$ cat config.mk
export PLATFORM = sky130hd
export DESIGN_NAME = ram_samples_to_fft_controller
export DESIGN_NICKNAME = d
export VERILOG_FILES = /design/src/rtl/ram_samples_to_fft_controller_pkg.sv /design/src/rtl/sample_skid_fifo.sv /design/src/rtl/ram_samples_to_fft_controller.sv
export SDC_FILE = /design/constraint.sdc
export NUM_CORES = 1
export LEC_CHECK = 0
export CORE_UTILIZATION = 55
export DETAILED_ROUTE_END_ITERATION = 7
export GPL_TIMING_DRIVEN = 0
export PLACE_DENSITY = 0.84
export RECOVER_POWER = 50
export SETUP_SLACK_MARGIN = 0.15
export SYNTH_ARGS = -nofsm -noshare
export SYNTH_HDL_FRONTEND = slang
export SYNTH_HIERARCHICAL = 1
export SYNTH_SLANG_ARGS = --single-unit
$ cat constraint.sdc
create_clock -name CLOCK -period 4 [get_ports CLOCK]
set_clock_uncertainty 0.2 [all_clocks]
set_input_delay 0.4 -clock CLOCK [delete_from_list [all_inputs] [get_ports CLOCK]]
set_output_delay 0.4 -clock CLOCK [all_outputs]
set_load 0.01 [all_outputs]
$ cat src/rtl/ram_samples_to_fft_controller_pkg.sv
// Constants shared by the sample capture (ADC->RAM) and readout (RAM->FFT) paths.
package ram_samples_to_fft_controller_pkg;

    localparam int DEF_ADDR_WIDTH   = 15;
    localparam int DEF_DATA_WIDTH   = 12;
    localparam int DEF_SAMPLE_COUNT = 16384;

    localparam logic [1:0] ST_IDLE  = 2'd0;
    localparam logic [1:0] ST_READ  = 2'd1;
    localparam logic [1:0] ST_DRAIN = 2'd2;
    localparam logic [1:0] ST_DONE  = 2'd3;

endpackage

$ cat src/rtl/sample_skid_fifo.sv
// Two-entry skid FIFO holding {data, sop, eop}; absorbs the RAM read latency under backpressure.
module sample_skid_fifo #(
    parameter int W = 14
) (
    input  logic         clk_i,
    input  logic         rst_i,
    input  logic         push_i,
    input  logic         pop_i,
    input  logic [W-1:0] data_i,
    output logic [W-1:0] data_o,
    output logic [1:0]   count_o
);

    logic [W-1:0] mem_q [2];
    logic         wr_q, rd_q;
    logic [1:0]   cnt_q, cnt_d;
    logic         do_push, do_pop;

    assign do_pop  = pop_i && (cnt_q != 2'd0);
    assign do_push = push_i && ((cnt_q != 2'd2) || do_pop);
    assign cnt_d   = cnt_q + {1'b0, do_push} - {1'b0, do_pop};
    assign data_o  = mem_q[rd_q];
    assign count_o = cnt_q;

    always_ff @(posedge clk_i or posedge rst_i) begin
        if (rst_i) begin
            mem_q[0] <= '0;
            mem_q[1] <= '0;
            wr_q     <= 1'b0;
            rd_q     <= 1'b0;
            cnt_q    <= 2'd0;
        end else begin
            if (do_push) begin
                mem_q[wr_q] <= data_i;
                wr_q        <= ~wr_q;
            end
            if (do_pop) rd_q <= ~rd_q;
            cnt_q <= cnt_d;
        end
    end

endmodule

$ cat src/rtl/ram_samples_to_fft_controller.sv
// Reads a complete sample frame from RAM in address order and streams it to the FFT
// over valid/ready with sop/eop framing; pulses done when the RAM may be reused.
module ram_samples_to_fft_controller
    import ram_samples_to_fft_controller_pkg::*;
#(
    parameter int ADDR_WIDTH   = DEF_ADDR_WIDTH,
    parameter int DATA_WIDTH   = DEF_DATA_WIDTH,
    parameter int SAMPLE_COUNT = DEF_SAMPLE_COUNT
) (
    input  logic                  CLOCK,
    input  logic                  RESET,
    input  logic                  start,
    output logic [ADDR_WIDTH-1:0] ram_address,
    output logic                  ram_rden,
    input  logic [DATA_WIDTH-1:0] ram_q,
    output logic [DATA_WIDTH-1:0] fft_data,
    output logic                  fft_valid,
    input  logic                  fft_ready,
    output logic                  fft_sop,
    output logic                  fft_eop,
    output logic                  busy,
    output logic                  done
);

    localparam int unsigned          LAST_I = SAMPLE_COUNT - 1;
    localparam logic [ADDR_WIDTH:0]  LAST   = LAST_I[ADDR_WIDTH:0];

    logic [1:0]            state_q, state_d;
    logic [ADDR_WIDTH-1:0] rd_addr_q, rd_addr_d;
    logic [ADDR_WIDTH:0]   beat_q, beat_d;
    logic                  infl_q, infl_sop_q, infl_eop_q;
    logic [1:0]            fifo_count;
    logic [DATA_WIDTH+1:0] fifo_head;
    logic                  pop, rd_ok, addr_last;

    assign pop       = fft_valid && fft_ready;
    assign addr_last = ({1'b0, rd_addr_q} == LAST);
    // Count the read in flight as occupied so the FIFO cannot overflow, and credit this cycle's pop.
    assign rd_ok     = ({1'b0, fifo_count} + {2'b00, infl_q}) < (3'd2 + {2'b00, pop});
    assign ram_rden  = (state_q == ST_READ) && rd_ok;

    assign ram_address = rd_addr_q;
    assign busy        = (state_q == ST_READ) || (state_q == ST_DRAIN);
    assign done        = (state_q == ST_DONE);
    assign fft_valid   = (fifo_count != 2'd0);
    assign fft_data    = fifo_head[DATA_WIDTH+1:2];
    assign fft_sop     = fifo_head[1];
    assign fft_eop     = fifo_head[0];

    always_comb begin
        state_d   = state_q;
        rd_addr_d = rd_addr_q;
        beat_d    = pop ? beat_q + 1'b1 : beat_q;
        case (state_q)
            ST_IDLE: begin
                if (start) begin
                    state_d   = ST_READ;
                    rd_addr_d = '0;
                    beat_d    = '0;
                end
            end
            ST_READ: begin
                if (ram_rden) begin
                    if (addr_last) state_d = ST_DRAIN;
                    else           rd_addr_d = rd_addr_q + 1'b1;
                end
            end
            ST_DRAIN: begin
                if (pop && (beat_q == LAST)) state_d = ST_DONE;
            end
            default: state_d = ST_IDLE;
        endcase
    end

    always_ff @(posedge CLOCK or posedge RESET) begin
        if (RESET) begin
            state_q    <= ST_IDLE;
            rd_addr_q  <= '0;
            beat_q     <= '0;
            infl_q     <= 1'b0;
            infl_sop_q <= 1'b0;
            infl_eop_q <= 1'b0;
        end else begin
            state_q    <= state_d;
            rd_addr_q  <= rd_addr_d;
            beat_q     <= beat_d;
            infl_q     <= ram_rden;
            infl_sop_q <= (rd_addr_q == '0);
            infl_eop_q <= addr_last;
        end
    end

    // ram_q is valid the cycle after the read, so tags travel with infl_q.
    sample_skid_fifo #(.W(DATA_WIDTH + 2)) u_fifo (
        .clk_i   (CLOCK),
        .rst_i   (RESET),
        .push_i  (infl_q),
        .pop_i   (pop),
        .data_i  ({ram_q, infl_sop_q, infl_eop_q}),
        .data_o  (fifo_head),
        .count_o (fifo_count)
    );

endmodule
==> summary.txt <==
Status
  – Status: finished, final reports clean

Logic synthesis
  – Synth unique cells: 52
  – Post-synth EDFFs: 0
  – Cells after Synth: between 300 and 400
  – Syn Area/Cell: 11.1 sq um
  – Syn Std Cell Area: about 3500 sq um
  – Top cells by area, synth: dfrtp_1 (49%), mux2_2 (5.2%), mux2_4 (4.7%), ha_1 (4.3%), xor2_1 (2.8%)
  – Synth area leader: dfrtp_1
  – Yosys reg bits: between 60 and 70
  – Main synth FF type: dfrtp_1
  – Fraction of registers with async set/reset: 100%
  – Top cell type's share of synthesized area: just under 50%
  – Mapped Nets: ~340
  – Synth cell count leaders: dfrtp_1 (68), nor2_1 (25), nand2_1 (21)
  – Register area share after synthesis: between 40% and 50%
  – Count leader, synth: dfrtp_1
  – Yosys Warn Count: 6

Critical path
  – Critical Path Fanout Max: 10
  – R2r endpoint: u_fifo/count_o[1]
  – Critical path class: reg2out
  – CP cell instances: inv_1 > ha_1 > clkbuf_1 > clkbuf_1 > nor3b_1 > clkdlybuf4s50_1
  – Max stage delay on crit path: ~0.61 ns
  – Top Family by Delay on Critical Path: buffers and inverters
  – Worst r2r path cells: 9
  – Most frequent CP cell: clkbuf_1
  – Worst Setup Start Kind: flip-flop
  – Reg2Reg Setup Slack: 0.80 ns
  – Critical path buffers and inverters: 4
  – Worst Path Required: between 3 and 4 ns
  – CP max-delay cell: clkdlybuf4s50_1
  – Crit. End Element: output port
  – Worst R2R Start: u_fifo/count_o[0]
  – Worst EP arrival: 2.83 ns

CTS
  – TritonCTS Buffers: 9
  – Clk buf depth: 2
  – Hold buffer count at CTS: 0
  – H-tree depth: 3
  – Cts repair resizes: 0
  – Setup Buffers After CTS: 0
  – CTS tree: built
  – Clock Pin Slew Worst Setup and Hold Paths: 0.07 ns
  – CTS sink cnt: 68
  – CTS root buffer: clkbuf_8
  – Clock network latency to the later pin of the worst-skew pair: roughly 0.34 ns

Global routing
  – Largest net degree at the start of global routing: 37
  – Grt total ovfl: 0
  – First-pass GRT wire length: approximately 11000 microns
  – Total track usage: between 20% and 30%
  – Number of global-route vias before repair: between 2000 and 3000
  – Initial antenna violation count: 0

Timing
  – Max Freq: between 0.2 and 0.3 GHz
  – Final TNS setup: 0 ns
  – Worst rel slew slack: 11.0%
  – Worst setup slack after layout: about 0.57 ns
  – Post-layout min period: 3.43 ns
  – Final hold violation count: 0
  – Slew of the pin with the lowest slew margin: 1.33 ns
  – Fin crit share: 85.8%
  – Max-slew violation count: 0
  – Final Setup Violations: 0
  – RSZ-0062 raised after global routing: false

Worst hold path
  – Hold Path End: u_fifo/mem_q[20]
  – WHS Path Cells: 1
  – Hold Crit Class: reg2reg
  – Hold Path Origin: u_fifo/mem_q[20]

Die
  – Die height: slightly above 80 microns
  – Core area: between 6000 and 7000 sq um
  – Ports: a little under 50
  – Die ar.: approximately 6700 sq um
  – FP Rows: 28
  – Die Span X: 81.7 microns
  – Initial core utilization: approximately three fifths

Finish
  – Area of the multi-input gates: ~1700 sq um
  – Area grow syn2layout: 22.0%
  – Final Non-Filler Cells: roughly 450
  – Fill cells: about 460
  – Fraction of layout cells with a size suffix above 1: around 16%
  – Register area: approximately 1700 sq um
  – Fin nets: between 400 and 500
  – Antenna cells: 0

Pwr
  – Power after layout: 3.17 mW
  – Max rail drop VDD: about 0.53 mV
  – Power Density: approximately 740 nW/um^2
  – Lkg Pwr: slightly below 2 nW

Routing
  – DRT Pass-1 Iters: 4
  – Via count: about 2600
  – Residual DRC: 0
  – DR iter-0 viols: ~100
  – DR WL/cell: 15.3 microns
  – Routed Antenna Nets: 0
  – Routed vias/inst: about 5.7
  – Routed WL: roughly 6900 microns

Job
  – # Max-Cap Violations: 0

Placed design
  – Final HPWL DP: 4750 microns
  – Dpl cells: around 440
  – Routability congestion estimate from global placement: 0.837
  – Buffers on Ports: 48
  – Worst slack, placed: 0.923 ns
-- worst reg2reg max path, stage by stage (launching register included) --
cell,delay (ns)
dfrtp_1,0.49
o21ai_0,0.72
inv_1,0.32
or3b_2,0.57
nand2_1,0.13
ha_1,0.24
inv_1,0.06
ha_1,0.15
xnor2_1,0.13
xnor2_1,0.13
-- how the worst max path moves through the flow --
| stage | startpoint | to | slack [ns] | cells past startpoint |
|---|---|---|---|---|
| 3_5_place_dp | fft_ready | u_fifo/count_o[1] | 0.92 | 10 |
| 4_1_cts | state_q[1] | ram_rden | 0.59 | 6 |
| 2_1_floorplan | u_fifo/count_o[0] | u_fifo/count_o[1] | 1.39 | 9 |
| 3_3_place_gp | fft_ready | u_fifo/count_o[1] | 0.96 | 10 |
| 5_1_grt | state_q[1] | ram_rden | 0.38 | 6 |
| 6_report | state_q[1] | ram_rden | 0.57 | 6 |
-- through the flow --
| step | hold WS [ns] | utilization [%] | cell area, sq um |
|---|---|---|---|
| final | 0.291 | 70.8 | 4270 |
| after global routing | 0.317 | 70.8 | 4270 |
| after CTS | 0.292 | 70.9 | 4270 |
| after floorplan | 0.254 | - | 3500 |
| after global placement | 0.264 | 67.6 | 4070 |
| after detailed placement | 0.276 | 67.6 | 4070 |
-- kinds of logic after synthesis --
| logic type | share of synthesized area [%] |
|---|---|
| AND/OR/NAND/NOR | 15.1 |
| adder cells (fa/ha/maj) | 4.29 |
| flip-flops | 48.7 |
| multiplexers | 13.0 |
| buffers and inverters | 3.72 |
| AO/OA/AOI/OAI | 10.4 |
| XOR/XNOR | 4.76 |
-- state kept, by name, indices dropped and copies added (netlist names) --
name and cells:
beat_q 16, infl_eop_q 1, infl_q 1, infl_sop_q 1, ram_address 15, state_q 2, u_fifo/count_o 2, u_fifo/mem_q 28
u_fifo/rd_q 1, u_fifo/wr_q 1
-- cell usage in the layout (no fill, tap or decap), drive strengths merged, types with 5 or more instances in the layout --
cell	instances
a21oi	12
a31oi	9
buf	6
clkbuf	13
clkdlybuf4s50	36
dfrtp	68
dlygate4sd3	12
ha	12
inv	17
mux2	34
nand2	21
nand2b	7
nand3	10
nand4	8
nor2	26
nor3	5
nor4	5
o21ai	13
xnor2	8
xor2	11
-- routing by layer --
layer	vias to the layer above	wire [microns]	GRT usage [%]
met5	-	0	0
met4	0	73	8.60
met3	6	390	5.22
met2	79	3330	36.8
met1	1249	3110	29.0
li1	1238	-	-
-- where the power goes --
part / internal, mW / leakage [nW] / total [mW] / switching [mW]
Sequential: 0.918 / 0.850 / 1.11 / 0.190
Clock: 0.291 / 0.0958 / 0.563 / 0.272
Combinational: 0.800 / 0.994 / 1.50 / 0.698
Total: 2.01 / 1.94 / 3.17 / 1.16
-- area by class of cell --
cell class | count | area share [%]
well taps | 75 | 2.20
inverters | 16 | 1.41
plain buffers | 10 | 1.64
multi-input cells | 220 | 38.9
clock buffers | 9 | 2.90
repair buffers | 48 | 11.3
clock inverters | 7 | 1.79
flip-flops and latches | 68 | 39.9
(Power assumes the default switching activity.)
